$ cat config.mk
export PLATFORM = sky130hd
export DESIGN_NAME = mm_keyscan
export DESIGN_NICKNAME = d
export VERILOG_FILES = /design/src/rtl/mm_keyscan.sv
export SDC_FILE = /design/constraint.sdc
export NUM_CORES = 1
export LEC_CHECK = 0
export ABC_AREA = 0
export ABC_CLOCK_PERIOD_IN_PS = 3210
export BUFFER_PORTS_ARGS = -buffer_cell sky130_fd_sc_hd__buf_2
export CAP_MARGIN = 10
export CORE_MARGIN = 1
export CORE_UTILIZATION = 36
export CTS_CLUSTER_SIZE = 30
export DETAILED_ROUTE_END_ITERATION = 12
export PLACE_DENSITY = 0.62
export RECOVER_POWER = 25
export SYNTH_ARGS = -nofsm -noshare
export SYNTH_HDL_FRONTEND = slang
export SYNTH_SLANG_ARGS = --single-unit
export TNS_END_PERCENT = 20
$ cat constraint.sdc
create_clock -name CLK -period 3.21 [get_ports CLK]
set_clock_uncertainty 0.1 [all_clocks]
set_input_delay 0.321 -clock CLK [delete_from_list [all_inputs] [get_ports CLK]]
set_output_delay 0.321 -clock CLK [all_outputs]
set_load 0.005 [all_outputs]
$ cat src/rtl/mm_keyscan.sv
// Keyboard matrix scanner: walks 8 active-low columns, debounces whole-frame
// results and hands one key code per press to a 6532 via a STB/ACK handshake.
module mm_keyscan #(
    parameter int SCAN_DIV = 16,
    parameter int DEBOUNCE = 4
) (
    input  logic       CLK,
    input  logic       RES,
    output logic [7:0] COL_OUT,
    input  logic [7:0] ROW_IN,
    output logic [7:0] DATA_OUT,
    output logic       STB,
    input  logic       ACK
);
    localparam int              DW         = $clog2(SCAN_DIV);
    localparam logic [DW-1:0]   DWELL_LAST = DW'(SCAN_DIV - 1);
    localparam logic [3:0]      DEB_MAX    = 4'(DEBOUNCE);

    typedef enum logic [1:0] {IDLE, PEND, HELD} state_t;

    state_t        state, state_next;
    logic [DW-1:0] dwell;
    logic [2:0]    col;
    logic          acc_found, acc_multi;
    logic [5:0]    acc_key;
    logic [3:0]    stable, stable_next;
    logic          prev_pressed;
    logic [7:0]    prev_code;
    logic          ack_r, ack_d;
    logic [7:0]    data_next;
    logic          stb_next;

    logic          sample, frame_end;
    logic [7:0]    row_act;
    logic          row_any, row_multi;
    logic [2:0]    row_low;
    logic          fr_pressed, fr_multi;
    logic [5:0]    fr_key;
    logic [7:0]    fr_code;
    logic          match, deb_press, deb_release, ack_edge;

    assign COL_OUT   = ~(8'h01 << col);
    assign sample    = (dwell == DWELL_LAST);
    assign frame_end = sample && (col == 3'd7);
    assign ack_edge  = ack_r & ~ack_d;

    // Frame result so far, including the column being sampled this cycle.
    always_comb begin
        // NOTE: every signal gets a default before any branch, so no latch is inferred.
        row_low = 3'd0;
        row_act = ~ROW_IN;
        for (int r = 7; r >= 0; r--) begin
            if (row_act[r]) row_low = 3'(r);
        end
        row_any     = |row_act;
        row_multi   = |(row_act & (row_act - 8'd1));
        fr_pressed  = acc_found | row_any;
        fr_multi    = acc_multi | row_multi | (acc_found & row_any);
        fr_key      = acc_found ? acc_key : {col, row_low};
        fr_code     = fr_pressed ? {1'b0, fr_multi, fr_key} : 8'h00;
        match       = (fr_pressed == prev_pressed) && (fr_code == prev_code);
        stable_next = !match ? 4'd1 : ((stable == DEB_MAX) ? stable : stable + 4'd1);
        deb_press   = frame_end && (stable_next == DEB_MAX) && fr_pressed;
        deb_release = frame_end && (stable_next == DEB_MAX) && !fr_pressed;
    end

    always_comb begin
        state_next = state;
        data_next  = DATA_OUT;
        stb_next   = STB;
        case (state)
            IDLE: begin
                if (deb_press) begin
                    data_next  = fr_code;
                    stb_next   = 1'b1;
                    state_next = PEND;
                end
            end
            PEND: begin
                if (ack_edge) begin
                    stb_next   = 1'b0;
                    state_next = HELD;
                end
            end
            HELD: begin
                // A held key is never re-reported; only a different code is.
                if (deb_release) begin
                    state_next = IDLE;
                end else if (deb_press && (fr_code != DATA_OUT)) begin
                    data_next  = fr_code;
                    stb_next   = 1'b1;
                    state_next = PEND;
                end
            end
            default: state_next = IDLE;
        endcase
    end

    always_ff @(posedge CLK) begin
        // NOTE: non-blocking assignments make all register updates see pre-edge values.
        if (RES) begin
            state        <= IDLE;
            dwell        <= '0;
            col          <= 3'd0;
            acc_found    <= 1'b0;
            acc_multi    <= 1'b0;
            acc_key      <= 6'd0;
            stable       <= 4'd0;
            prev_pressed <= 1'b0;
            prev_code    <= 8'h00;
            ack_r        <= 1'b0;
            ack_d        <= 1'b0;
            DATA_OUT     <= 8'h00;
            STB          <= 1'b0;
        end else begin
            ack_r <= ACK;
            ack_d <= ack_r;
            if (sample) begin
                dwell <= '0;
                col   <= col + 3'd1;
                if (frame_end) begin
                    acc_found    <= 1'b0;
                    acc_multi    <= 1'b0;
                    acc_key      <= 6'd0;
                    stable       <= stable_next;
                    prev_pressed <= fr_pressed;
                    prev_code    <= fr_code;
                end else begin
                    acc_found <= fr_pressed;
                    acc_multi <= fr_multi;
                    acc_key   <= fr_key;
                end
            end else begin
                dwell <= dwell + DW'(1);
            end
            state    <= state_next;
            DATA_OUT <= data_next;
            STB      <= stb_next;
        end
    end
endmodule

==> results.txt <==
- The flow ran to the end, but the final reports show violations.
* Failing checks: capacitance limit, slew limit
- Share of cell area taken by muxes after synthesis: 0.03644
- Number of flops mapped to enable cells by yosys: 0
- Once detail routing completed, the nets flagged for antenna violations numbered 0.
- Final Slew Violations: 43
- Wire length of the first global-routing pass: 8556 um
- The core region is ~6000 um^2.
* Asr flop ratio synth: 0
* Critical Path Slowest Stage Cell: sky130_fd_sc_hd__o31ai_1
* Number of instances resized during post-cts repair: 0
* Buffers inserted by post-CTS timing repair: 0
* Largest net degree at the start of global routing: 43
- Residual overflow from global routing: 0
- The internal power of the cells totals about 0.00070 W.
* Top Usage Layer GRT: met2
- In this run the power spent charging and discharging nets is 0.0002071 W.
- Antenna Cells: 0
- For met2 alone, demand over resource in global routing was 0.2702.
- VDD sags by at most about 180 uV.
- Vias in the first global route: 1851
* Cell row count: 28
* Maxcap violations: 1
* Number of inserted filler cells in the final layout: 642
- Summed over all cells, the static leakage comes to approximately 0.93 nW.
- Mapped Nets: approximately 300
* Worst setup path category: flip-flop to flip-flop
- Netlist area before placement: approximately 2300 um^2
- The share of the Yosys chip area taken by registers is 0.3344.
* Logic gate share of total power: 0.060
* Hold Vio Cnt, Final: 0
- Based on the critical path, the design can be clocked at up to ~360 MHz.
- Of the total synthesized cell area, the portion taken by XOR and XNOR cells is 0.04448.
- Number of clock sinks: 39
- Critical path fanouts, max: 13
- Synthesis produced between 200 and 300 cells.
- Iteration count of the initial detailed-routing pass: 4
* Number of hold-repair buffers added at the cts stage: 0
* X dimension of the die: 82.53 um
* Setup repair after global routing missed its margin: false
- Synthesis instantiated 58 different standard cells from the library.
- Post-route DRC: 0
- Clock buffer count from CTS: 5
- Compound-cell area share of the yosys netlist: 0.2047
* Sequential share of power: 0.539
* Slew at the pin closest to its max-slew limit: around 2.0 ns
* Clock insertion delay at the later pin of the skew report: ~0.29 ns
* Quantity of I/O buffers inserted on ports: 26
- Most common cell in the synthesized netlist: sky130_fd_sc_hd__dfxtp_1
- Die Span Y: a little over 80 um
- Of the total power, the clock network draws 0.401.
- Relative to the synthesized area, the layout overhead comes to 12.33%.
- Largest family of logic cells by synthesized area: simple AND/OR/NAND/NOR gates
- Detailed routing inserted a total of approximately 2100 vias.
- Syn Area/Cell: 8.250 um^2
* Final-report setup violation count: 0
- Worst-path clk slew: 0.08 ns
- TritonCTS clock tree: done
- Detailed placement ended at an HPWL of roughly 3800 um.
- The signal on the critical path passes through buf_4 > o31ai_1 > xnor2_1 > nand2_1 > nor3_1 > a41oi_2 > nand3_4 > mux2_4.
- For met3 alone, demand over resource in global routing was 0.03407.
- For this configuration, the core starts out at a cell density of 0.3830.
- For this design the ratio of total power to cell area is 347.5 nW/um^2.
* Synth Flop Type: sky130_fd_sc_hd__dfxtp_1
- STA puts the critical path data required time at roughly 3.3 ns.
* Remaining max-slew budget at the tightest pin: -0.3375
- Placement-stage cell area: approximately 2500 um^2
- CP max stage delay: roughly 0.59 ns
- After detailed routing, the average wire length per cell comes to about 14 um.
- Share of cells above drive strength 1: 0.1623
* Area share of the largest cell type after synthesis: 0.3344
* Cell types with the highest counts after synthesis: 39 x sky130_fd_sc_hd__dfxtp_1, 26 x sky130_fd_sc_hd__nor2_1, 24 x sky130_fd_sc_hd__nand2_1
- CP endpoint kind: flip-flop
- The initial antenna violation count was 0.
* Classification of the worst-slack hold path: input pin to flip-flop
* Final Cell Area: between 2000 and 3000 um^2
* Shortest clock period the worst path allows after layout: approximately 2.8 ns
* Count of pins on the block boundary: 28
- In the global route stage, overall resource usage came out at 0.1642.
* Share of synthesized cell area in full adder, half adder and majority cells: 0.05734
- The H-tree was split into 2 levels.
- The longest clock path from root to sink contains 2 buffers.
- In the final timing run, aggregate negative setup slack is 0 ns.
* Flip-flop and latch count after synthesis: 39
- Met1 track demand over resource: 0.2126
* Synth area leaders: sky130_fd_sc_hd__dfxtp_1 33%, sky130_fd_sc_hd__ha_1 4.8%, sky130_fd_sc_hd__a21oi_1 4.3%
* Final critical-path share of the clock period: 0.8667
- At the end of the flow, the number of nets in the layout was 327.
- The worst setup path is launched from a flip-flop.
- In the routed layout, each cell is associated on average with a via count of between 5 and 6.
- Cell taking the most area after synthesis: sky130_fd_sc_hd__dfxtp_1
* Clock root buffer: sky130_fd_sc_hd__clkbuf_8
* Simple-gate share of the synthesized area: 0.2524
* Final Routed Wirelength: ~5200 um
- Weighted congestion at the end of routability-driven global placement: between 0.8 and 0.9
- Of the total power, the share spent switching nets is 0.2272.
- Critical Path AT: approximately 2.9 ns
- In this run, the number of DRC markers left after iteration 0 of detailed routing was around 170.
- The die covers 6811 um^2.
- Total number of yosys warnings: 0
[registers in the layout, summed over array words and instances, names as in the netlist]
register,cells
ack_d,1
DATA_OUT,7
acc_found,1
prev_code,7
col,3
ack_r,1
STB,1
state,2
acc_multi,1
dwell,4
prev_pressed,1
acc_key,6
stable,4
[cell usage in the layout (no fill, tap or decap), types with 8 or more instances in the layout]
master / count
sky130_fd_sc_hd__dfxtp_1: 39
sky130_fd_sc_hd__nor2_1: 26
sky130_fd_sc_hd__nand2_1: 24
sky130_fd_sc_hd__a21oi_1: 20
sky130_fd_sc_hd__inv_1: 18
sky130_fd_sc_hd__buf_2: 17
sky130_fd_sc_hd__nor3_1: 16
sky130_fd_sc_hd__nand3_1: 10
sky130_fd_sc_hd__clkbuf_1: 10
sky130_fd_sc_hd__ha_1: 9
sky130_fd_sc_hd__buf_4: 9
sky130_fd_sc_hd__nor2b_1: 8
[stage by stage]
stage	total power [W]	setup slack, ns	utilization	hold slack [ns]	std cells
6_report	0.0009114	0.4279	0.4302	0.1358	383
5_1_grt	0.0009486	0.2600	0.4302	0.1302	383
4_1_cts	0.0009171	0.4763	0.4321	0.1327	383
3_5_place_dp	0.0005576	0.3054	0.4156	0.3689	375
3_3_place_gp	0.0005562	0.3810	0.4156	0.3504	375
2_1_floorplan	0.0005376	0.6996	-	0.3392	283
[layout make-up]
| type | count | area [um^2] | area share |
|---|---|---|---|
| repair buffers | 35 | 186.4 | 0.07109 |
| flip-flops and latches | 39 | 780.7 | 0.2977 |
| clock buffers | 8 | 100.1 | 0.03817 |
| well taps | 75 | 93.84 | 0.03578 |
| inverters | 18 | 67.56 | 0.02576 |
| multi-input cells | 208 | 1394 | 0.5315 |
[critical path: cells and delay by family, from the launching register on]
family | cells | cell delay (ns)
flops | 1 | 0.39
xor+xnor | 1 | 0.19
simple gates | 3 | 0.57
compound gates | 2 | 0.91
mux | 1 | 0.31
buf+inv | 1 | 0.22
[routing by layer]
metal / up-vias / wire [um] / share of wire
li1: 1058 / - / -
met1: 985 / 2468 / 0.47
met2: 47 / 2498 / 0.48
met3: 6 / 206 / 0.039
met4: 0 / 68 / 0.013
met5: - / 0 / 0
[power groups by stage]
stage	Clock (W)	Combinational (W)	Sequential [W]
after floorplan	0	0.0000358	0.000502
after CTS	0.000370	0.0000555	0.000491
after global placement	0	0.0000538	0.000502
after global routing	0.000397	0.0000603	0.000492
final	0.000365	0.0000550	0.000491
after detailed placement	0	0.0000550	0.000503
[cell families after synthesis]
logic type,after synthesis
xor gates and xnor gates,11
buffers and inverters,36
and+or+nand+nor,110
DFF,39
AOI/OAI and AO/OA,68
other,1
adders and majority gates,11
muxes,7
[path summary, 6_finish.rpt]
kind	cells past startpoint	slack, ns	startpoint	end
max	8	0.43	acc_found$_SDFFE_PP0P_	DATA_OUT[4]$_SDFFE_PP0P_
min	2	0.14	ACK	ack_r$_SDFF_PP0_
max reg2reg	8	0.43	acc_found$_SDFFE_PP0P_	DATA_OUT[4]$_SDFFE_PP0P_
min reg2reg	1	0.38	ack_r$_SDFF_PP0_	ack_d$_SDFF_PP0_
Power figures use the tool's default switching activity.
